### config.mk
export PLATFORM = sky130hd
export DESIGN_NAME = alu_issue_ctrl_flat
export DESIGN_NICKNAME = d
export VERILOG_FILES = /design/src/rtl/alu_issue_if.sv /design/src/rtl/alu_issue_ctrl.sv /design/src/flat_wrapper.sv
export SDC_FILE = /design/constraint.sdc
export NUM_CORES = 1
export LEC_CHECK = 0
export ABC_AREA = 1
export CORE_AREA = 10 10 87 89
export CTS_CLUSTER_DIAMETER = 60
export DETAILED_ROUTE_END_ITERATION = 16
export DIE_AREA = 0 0 97 99
export PLACE_DENSITY = 0.88
export SYNTH_ARGS = -nofsm -noshare
export SYNTH_HDL_FRONTEND = slang
export SYNTH_SLANG_ARGS = --single-unit
export TNS_END_PERCENT = 5
### constraint.sdc
create_clock -name clk -period 2.25 [get_ports clk]
set_input_delay 0.45 -clock clk [delete_from_list [all_inputs] [get_ports clk]]
set_output_delay 0.45 -clock clk [all_outputs]
set_load 0.02 [all_outputs]
### src/rtl/alu_issue_if.sv
// Bundle of the instruction handshake, load port, ALU operand/result
// and writeback signals that run between the issue controller and
// its surroundings.
interface alu_issue_if #(
   parameter int WIDTH = 8
) ();
   logic             instr_valid;
   logic             instr_ready;
   logic [7:0]       instr;
   logic             ld_en;
   logic [1:0]       ld_addr;
   logic [WIDTH-1:0] ld_data;
   logic             ld_ready;
   logic [WIDTH-1:0] alu_a;
   logic [WIDTH-1:0] alu_b;
   logic [1:0]       alu_sel;
   logic [WIDTH-1:0] alu_out;
   logic             wb_valid;
   logic [1:0]       wb_addr;
   logic [WIDTH-1:0] wb_data;
   logic             busy;

   // Environment side: issues instructions and loads, models the ALU.
   modport master (
      output instr_valid, instr, ld_en, ld_addr, ld_data, alu_out,
      input  instr_ready, ld_ready, alu_a, alu_b, alu_sel,
             wb_valid, wb_addr, wb_data, busy
   );

   // Controller side.
   modport slave (
      input  instr_valid, instr, ld_en, ld_addr, ld_data, alu_out,
      output instr_ready, ld_ready, alu_a, alu_b, alu_sel,
             wb_valid, wb_addr, wb_data, busy
   );
endinterface

### src/rtl/alu_issue_ctrl.sv
// Operand-issue and writeback controller for an external combinational
// ALU. Holds a small register file, accepts one instruction at a time,
// presents registered operands for a settle cycle, captures the ALU
// result and writes it back. A side port loads registers directly.
module alu_issue_ctrl #(
   parameter int WIDTH = 8,
   parameter int NREGS = 4
) (
   input logic   clk,
   input logic   rst,
   alu_issue_if.slave bus
);

   typedef enum logic [1:0] {
      IDLE    = 2'd0,
      ISSUE   = 2'd1,
      CAPTURE = 2'd2,
      WB      = 2'd3
   } state_t;

   state_t           state_q;
   state_t           state_d;
   logic [WIDTH-1:0] regs_q [NREGS];
   logic [1:0]       rd_q;
   logic [WIDTH-1:0] result_q;
   logic [WIDTH-1:0] alu_a_q;
   logic [WIDTH-1:0] alu_b_q;
   logic [1:0]       alu_sel_q;

   logic [1:0] op;
   logic [1:0] rd;
   logic [1:0] rs1;
   logic [1:0] rs2;
   logic       accept;

   assign op  = bus.instr[7:6];
   assign rd  = bus.instr[5:4];
   assign rs1 = bus.instr[3:2];
   assign rs2 = bus.instr[1:0];

   // An instruction is taken only while idle and out of reset.
   assign accept = (state_q == IDLE) && bus.instr_valid && !rst;

   // State register.
   // NOTE: every clocked block uses non-blocking assignments so all
   // registers update together from pre-edge values.
   always_ff @(posedge clk) begin
      if (rst) state_q <= IDLE;
      else     state_q <= state_d;
   end

   // Next-state logic: a fixed four-cycle walk once an instruction is taken.
   // NOTE: the default assignment first keeps this block free of latches.
   always_comb begin
      state_d = state_q;
      unique case (state_q)
         IDLE:    if (bus.instr_valid) state_d = ISSUE;
         ISSUE:   state_d = CAPTURE;
         CAPTURE: state_d = WB;
         WB:      state_d = IDLE;
         default: state_d = IDLE;
      endcase
   end

   // Register file: writeback wins over the load port; loads in WB are dropped.
   // NOTE: the register file is deliberately reset, since the reset
   // contents are architecturally visible to the first instructions.
   always_ff @(posedge clk) begin
      if (rst) begin
         for (int i = 0; i < NREGS; i++) regs_q[i] <= '0;
      end else if (state_q == WB) begin
         regs_q[rd_q] <= result_q;
      end else if (bus.ld_en) begin
         regs_q[bus.ld_addr] <= bus.ld_data;
      end
   end

   // Operand issue: sources are read with pre-edge contents on accept and
   // then held until the next accept.
   always_ff @(posedge clk) begin
      if (rst) begin
         alu_a_q   <= '0;
         alu_b_q   <= '0;
         alu_sel_q <= '0;
         rd_q      <= '0;
      end else if (accept) begin
         alu_a_q   <= regs_q[rs1];
         alu_b_q   <= regs_q[rs2];
         alu_sel_q <= op;
         rd_q      <= rd;
      end
   end

   // Result capture after the ALU has had a full cycle to settle.
   always_ff @(posedge clk) begin
      if (rst)                     result_q <= '0;
      else if (state_q == CAPTURE) result_q <= bus.alu_out;
   end

   assign bus.instr_ready = !rst && (state_q == IDLE);
   assign bus.ld_ready    = !rst && (state_q != WB);
   assign bus.alu_a       = alu_a_q;
   assign bus.alu_b       = alu_b_q;
   assign bus.alu_sel     = alu_sel_q;
   // A writeback coinciding with reset is discarded, so it is not announced.
   assign bus.wb_valid    = !rst && (state_q == WB);
   assign bus.wb_addr     = rd_q;
   assign bus.wb_data     = result_q;
   assign bus.busy        = (state_q != IDLE);

endmodule

### src/flat_wrapper.sv
// flat-port wrapper written by rule: the top's interface ports become plain ports
module alu_issue_ctrl_flat 
#(
   parameter int WIDTH = 8,
   parameter int NREGS = 4
)
  (clk, rst, bus_instr_valid, bus_instr, bus_ld_en, bus_ld_addr, bus_ld_data, bus_alu_out, bus_instr_ready, bus_ld_ready, bus_alu_a, bus_alu_b, bus_alu_sel, bus_wb_valid, bus_wb_addr, bus_wb_data, bus_busy);
  alu_issue_if #(.WIDTH(WIDTH)) bus_i ();
  input logic clk;
  input logic rst;
  input wire logic [$bits(bus_i.instr_valid)-1:0] bus_instr_valid;
  input wire logic [$bits(bus_i.instr)-1:0] bus_instr;
  input wire logic [$bits(bus_i.ld_en)-1:0] bus_ld_en;
  input wire logic [$bits(bus_i.ld_addr)-1:0] bus_ld_addr;
  input wire logic [$bits(bus_i.ld_data)-1:0] bus_ld_data;
  input wire logic [$bits(bus_i.alu_out)-1:0] bus_alu_out;
  output wire logic [$bits(bus_i.instr_ready)-1:0] bus_instr_ready;
  output wire logic [$bits(bus_i.ld_ready)-1:0] bus_ld_ready;
  output wire logic [$bits(bus_i.alu_a)-1:0] bus_alu_a;
  output wire logic [$bits(bus_i.alu_b)-1:0] bus_alu_b;
  output wire logic [$bits(bus_i.alu_sel)-1:0] bus_alu_sel;
  output wire logic [$bits(bus_i.wb_valid)-1:0] bus_wb_valid;
  output wire logic [$bits(bus_i.wb_addr)-1:0] bus_wb_addr;
  output wire logic [$bits(bus_i.wb_data)-1:0] bus_wb_data;
  output wire logic [$bits(bus_i.busy)-1:0] bus_busy;
  assign bus_i.instr_valid = bus_instr_valid;
  assign bus_i.instr = bus_instr;
  assign bus_i.ld_en = bus_ld_en;
  assign bus_i.ld_addr = bus_ld_addr;
  assign bus_i.ld_data = bus_ld_data;
  assign bus_i.alu_out = bus_alu_out;
  assign bus_instr_ready = bus_i.instr_ready;
  assign bus_ld_ready = bus_i.ld_ready;
  assign bus_alu_a = bus_i.alu_a;
  assign bus_alu_b = bus_i.alu_b;
  assign bus_alu_sel = bus_i.alu_sel;
  assign bus_wb_valid = bus_i.wb_valid;
  assign bus_wb_addr = bus_i.wb_addr;
  assign bus_wb_data = bus_i.wb_data;
  assign bus_busy = bus_i.busy;
  alu_issue_ctrl #(.WIDTH(WIDTH), .NREGS(NREGS)) u_core (.clk(clk), .rst(rst), .bus(bus_i));
endmodule
==> metrics.cfg, run 1 <==
[route]
drc = 0
viasPerCell = 5.21
routed_wl_microns = 7280
wl_per_cell_microns = 14.3
first_pass_iters = 4
vias = 2650
ant_nets = 0
drt_iter0_drc = 159

[setup_path]
cp_data_required_time_ps = 2260
arrival_ps = 1890
critPathCaptureType = flip-flop
crit_fanout = 10
reg2reg_to = u_core.regs_q[0][3]
crit_type = reg -> reg
r2r-start = u_core.state_q[1]
worstRegToRegCells = 8
cp-start-kind = flip-flop
regToRegSetupSlack_ps = 370
startpoint = u_core.state_q[1]
endpoint = u_core.regs_q[0][3]

[global_route]
antenna_found_initial = 0
grt_pass1_wl_microns = 11900
grt_max_degree = 21
grtUsageTotal = 0.148
grt_pass1_vias = 2578
grt.overflow.total = 0

[timing]
tightest_slew_ps = 501
tns_ps = 0
drv_slew = 0
rsz0062_at_grt = no
fin_crit_sh = 0.834
slew_headroom = 0.666
worst_clock_skew_ps = 5.98
finalHoldViolCount = 0
layout_min_cycle_time_ps = 1880
setup_viol = 0
clock.fmax_ghz = 0.533

[cts]
clk_pin_slew_worst_paths_ps = 70
holdBufCountCts = 0
clk_path_buf_depth = 2
cts_made_buffers = 9
cts_tree = done
cts.sinks = 62
clk_latency_ps = 350
ctsHtreeMaxLevel = 3
cts_root_buf = clkbuf_8

[power_and_ir_drop]
powerDensity_nw_per_um2 = 938
power.share.switching = 0.339
pwr-share-seq = 0.427
p_leak_nw = 1.65
max-vdd-ir-drop_mv = 0.704
power_frac_comb = 0.309
power.total_mw = 3.61
intPower_mw = 2.39
power_switching_mw = 1.22
clkPwrFrac = 0.263

[layout]
final_cell_mix = nand2_1, nand3_1, clkdlybuf4s50_1
fin_nets = 463
multi_input_area_sq_um = 1160
nFillCells = 451
seqCellArea_sq_um = 1560
fin_util = 0.657
area_delta_synth_final_pct = 31.6
diodes = 0
drive_gt1_frac = 0.101
mostFrequentLayoutCell = nand2_1
fin_area_sq_um = 3850

[floorplan]
fp.dieArea_sq_um = 9600
die_y_microns = 99
top_level_ports = 62
fp.dieW_microns = 97
rows = 28
core_sq_um = 5850
start_util = 0.499

[placement]
gp_congestion = 0.900
dpl_cell_area_sq_um = 3650
hpwlAfterDp_microns = 5610
io_buffers = 61

[logic_synthesis]
synth_area_leaders = edfxtp_1, dfxtp_1, nand2_1, nand3_1, nor2_1
yosysSeqAreaShare = 0.534
syn_inst = 360
ys_ff_latch = 62
synth_area_sq_um = 2920
syn_nets = 394
yosys.cell_types.count = 21
ys_warn_count = 0
avgSynthCellArea_sq_um = 8.12
yosysTopAreaCellShare = 0.329
yosys.area.top_type = edfxtp_1

[hold_path]
hold_path_class = reg -> reg
min_path_cells = 2

[job]
max_cap_violations = 0

[status]
status = complete, no violations

## worst max-delay path: stages (launching register included)
cell	delay, ps
dfxtp_1	380
ha_1	250
inv_1	90
nor2_2	110
buf_4	190
nand2_1	80
nand2_2	120
nand2_2	70
nand2_1	260
## flip-flops by register name, indices dropped and copies added, names as in the netlist
| signal | flops |
|---|---|
| u_core.regs_q | 32 |
| u_core.bus.alu_a | 8 |
| u_core.bus.alu_b | 8 |
| u_core.bus.wb_data | 8 |
| u_core.bus.alu_sel | 2 |
| u_core.bus.wb_addr | 2 |
| u_core.state_q | 2 |
## worst min-delay path by stage
stage | startpoint | endpoint | slack (ps)
floorplan | u_core.state_q[0] | u_core.state_q[0] | 450
global placement | u_core.bus.alu_sel[0] | u_core.bus.alu_sel[0] | 460
detailed placement | u_core.bus.alu_b[1] | u_core.bus.alu_b[1] | 460
CTS | u_core.bus.alu_b[1] | u_core.bus.alu_b[1] | 470
global route | u_core.bus.alu_b[5] | u_core.bus.alu_b[5] | 490
finish | u_core.bus.alu_a[7] | u_core.bus.alu_a[7] | 470
## final cells by class
class	count	share of cell area
clock buffers	10	0.0332
inverters	33	0.0322
multi-input cells	249	0.301
well taps	75	0.0244
flip-flops and latches	62	0.406
repair buffers	74	0.187
clock inverters	6	0.0163
## kinds of logic (layout without fill, tap and decap cells)
logic type,Yosys count,in the layout,synth area share
compound gates,24,24,0.0493
flops,62,62,0.534
buf+inv,49,123,0.0689
simple gates,221,221,0.330
fa+ha+maj,4,4,0.0171
## per-stage QoR
step           hold slack, ps  worst slack, ps  std cells
2_1_floorplan             455              488        360
3_3_place_gp              456             70.6        493
3_5_place_dp              463             20.9        493
4_1_cts                   474             4.16        509
5_1_grt                   490              227        509
6_report                  474              373        509
## power by group through the flow
stage,clock network (mW),logic (mW),registers (mW)
6_report,0.950,1.12,1.54
5_1_grt,1.01,1.23,1.56
4_1_cts,0.963,1.14,1.54
3_5_place_dp,0,1.13,1.56
3_3_place_gp,0,1.10,1.55
2_1_floorplan,0,0.504,1.67
## repair_timing
action                                  CTS  global route
endpoints found under the setup margin    0             4
gates resized for setup                   0             4
buffers inserted                          0             0
## Yosys cell counts
| cell type | instances |
|---|---|
| nand2_2 | 3 |
| buf_4 | 1 |
| nor2_4 | 1 |
| inv_1 | 32 |
| inv_2 | 1 |
| o21ai_0 | 11 |
| a21oi_1 | 4 |
| nor2_1 | 43 |
| nand2_4 | 4 |
| nand2_1 | 100 |
| dfxtp_1 | 30 |
| o21ai_2 | 6 |
| edfxtp_1 | 32 |
| o21ai_1 | 2 |
| ha_1 | 4 |
| buf_6 | 1 |
| buf_2 | 5 |
| nand3_1 | 68 |
| nor2_2 | 2 |
| clkbuf_1 | 9 |
| o22ai_1 | 1 |
## routing by layer
layer  global-route usage  up-vias  part of all wire
met2                0.246      131              0.46
met3               0.0684       15              0.11
li1                     -     1307                 -
met1                0.159     1197              0.41
met4               0.0658        0             0.016
met5                    0        -                 0
No activity file was read; power rests on OpenSTA's default activity.
==> run 2, diff against run 1 <==
CORE_AREA = 10 10 91 93   (was 10 10 87 89)
DIE_AREA = 0 0 101 103   (was 0 0 97 99)
PLACE_DENSITY = 0.84   (was 0.88)
clock period = 1.6 ns   (was 2.25 ns; I/O delays follow)
==> metrics.cfg, run 2 (synthesis gave the netlist of run 1 again) <==
[cts]
clk_path_buf_depth = 2
cts_root_buf = clkbuf_8
postCtsSetupBuffers = 0
cts_tree = done
holdBufCountCts = 0
cts_made_buffers = 9
clk_latency_ps = 340
clk_pin_slew_worst_paths_ps = 60
ctsHtreeMaxLevel = 3
cts.sinks = 62

[placement]
gp_congestion = 0.912
dpl_worst_slack_ps = -394
hpwlAfterDp_microns = 5550
io_buffers = 61

[floorplan]
core_sq_um = 6570
start_util = 0.445
top_level_ports = 62
fp.dieW_microns = 101
rows = 30
die_y_microns = 103
fp.dieArea_sq_um = 10400

[setup_path]
cp-start-kind = flip-flop
reg2reg_to = u_core.regs_q[3][7]
r2r-start = u_core.state_q[1]
crit_type = reg -> out
crit_fanout = 3
worstRegToRegCells = 10
regToRegSetupSlack_ps = 50
arrival_ps = 1240
critPathCaptureType = primary output
cp_data_required_time_ps = 1280

[layout]
diodes = 0
drive_gt1_frac = 0.158
largest_register = u_core.regs_q
fin_nets = 472
final_cell_mix = nand2_1, nand3_1, nor2_1
mostFrequentLayoutCell = nand2_1
fin_util = 0.606
area_delta_synth_final_pct = 36.3
nFillCells = 557
largest_reg_flops = 32

[route]
ant_nets = 0
routed_wl_microns = 7470
wl_per_cell_microns = 14.3
viasPerCell = 5.11
drt_iter0_drc = 170
first_pass_iters = 8
vias = 2671
drc = 0

[timing]
hold_slack_ps = 426
clock.fmax_ghz = 0.642
finalHoldViolCount = 0
drv_slew = 0
slew_headroom = 0.649
tightest_slew_ps = 526
layout_setup_ws_ps = 41.8
setup_viol = 0
worst_clock_skew_ps = 5.46
fin_crit_sh = 0.974
rsz0062_at_grt = yes
layout_min_cycle_time_ps = 1560

[global_route]
grt_pass1_wl_microns = 11900
antenna_found_initial = 0
grt_pass1_vias = 2578
grt_max_degree = 21
grt.overflow.total = 0
grtUsageTotal = 0.142

[status]
status = complete, no violations

[hold_path]
worstHoldStart = rst
min_path_cells = 2
holdPathEnd = u_core.state_q[0]
hold_path_class = in -> reg

[power_and_ir_drop]
p_leak_nw = 1.83
powerDensity_nw_per_um2 = 1290
max-vdd-ir-drop_mv = 0.959

[job]
max_cap_violations = 0

-- run 2: layer usage --
layer,global-route usage,share of wire
met1,0.164,0.42
met5,0,0
met4,0.0782,0.022
met2,0.217,0.45
met3,0.0617,0.11
-- run 2: where the power goes --
group          total [mW]  leakage, nW  switching (mW)  internal [mW]
Sequential           2.19        0.579           0.190           2.00
Clock                1.34        0.101           0.587          0.748
Combinational        1.62         1.15           0.968          0.651
-- run 2: worst max-delay path, stage by stage (launching register included) --
cell     delay (ps)
dfxtp_4         370
ha_4            150
inv_2            40
nor2_2          140
buf_2           190
-- run 2: area by class of cell --
class | count | area (sq um) | area share
sequential | 62 | 1570 | 0.394
tap | 80 | 100 | 0.0251
inverter | 33 | 126 | 0.0317
clock buffer | 11 | 141 | 0.0355
timing repair buffer | 83 | 787 | 0.198
multi-input combinational | 249 | 1210 | 0.304
clock inverter | 5 | 48.8 | 0.0123
-- run 2: metrics by stage --
stage	cells	total power [mW]	cell area, sq um	setup TNS, ps
2_1_floorplan	360	3.06	2930	-221
3_3_place_gp	507	3.86	3780	-19440
3_5_place_dp	507	3.90	3780	-24160
4_1_cts	523	5.11	3940	0
5_1_grt	523	5.42	3980	-221
6_report	523	5.14	3980	0
-- run 2: how the worst max path moves through the flow --
stage                              from                  end  slack [ps]  cells past startpoint
finish                u_core.state_q[1]         bus_wb_valid          40                      4
floorplan             u_core.state_q[0]  u_core.regs_q[2][0]         -20                      6
global route          u_core.state_q[1]  u_core.regs_q[1][3]         -20                     10
detailed placement                  rst         bus_wb_valid        -390                      3
global placement                    rst         bus_wb_valid        -360                      3
CTS                 u_core.bus.alu_a[4]         bus_alu_a[4]         0.2                      1
-- run 2: timing repair --
item	4_1_cts	5_1_grt
endpoints found under the hold margin	0	0
setup endpoints to repair	72	57
gates resized for setup	46	20
pin swaps	2	5
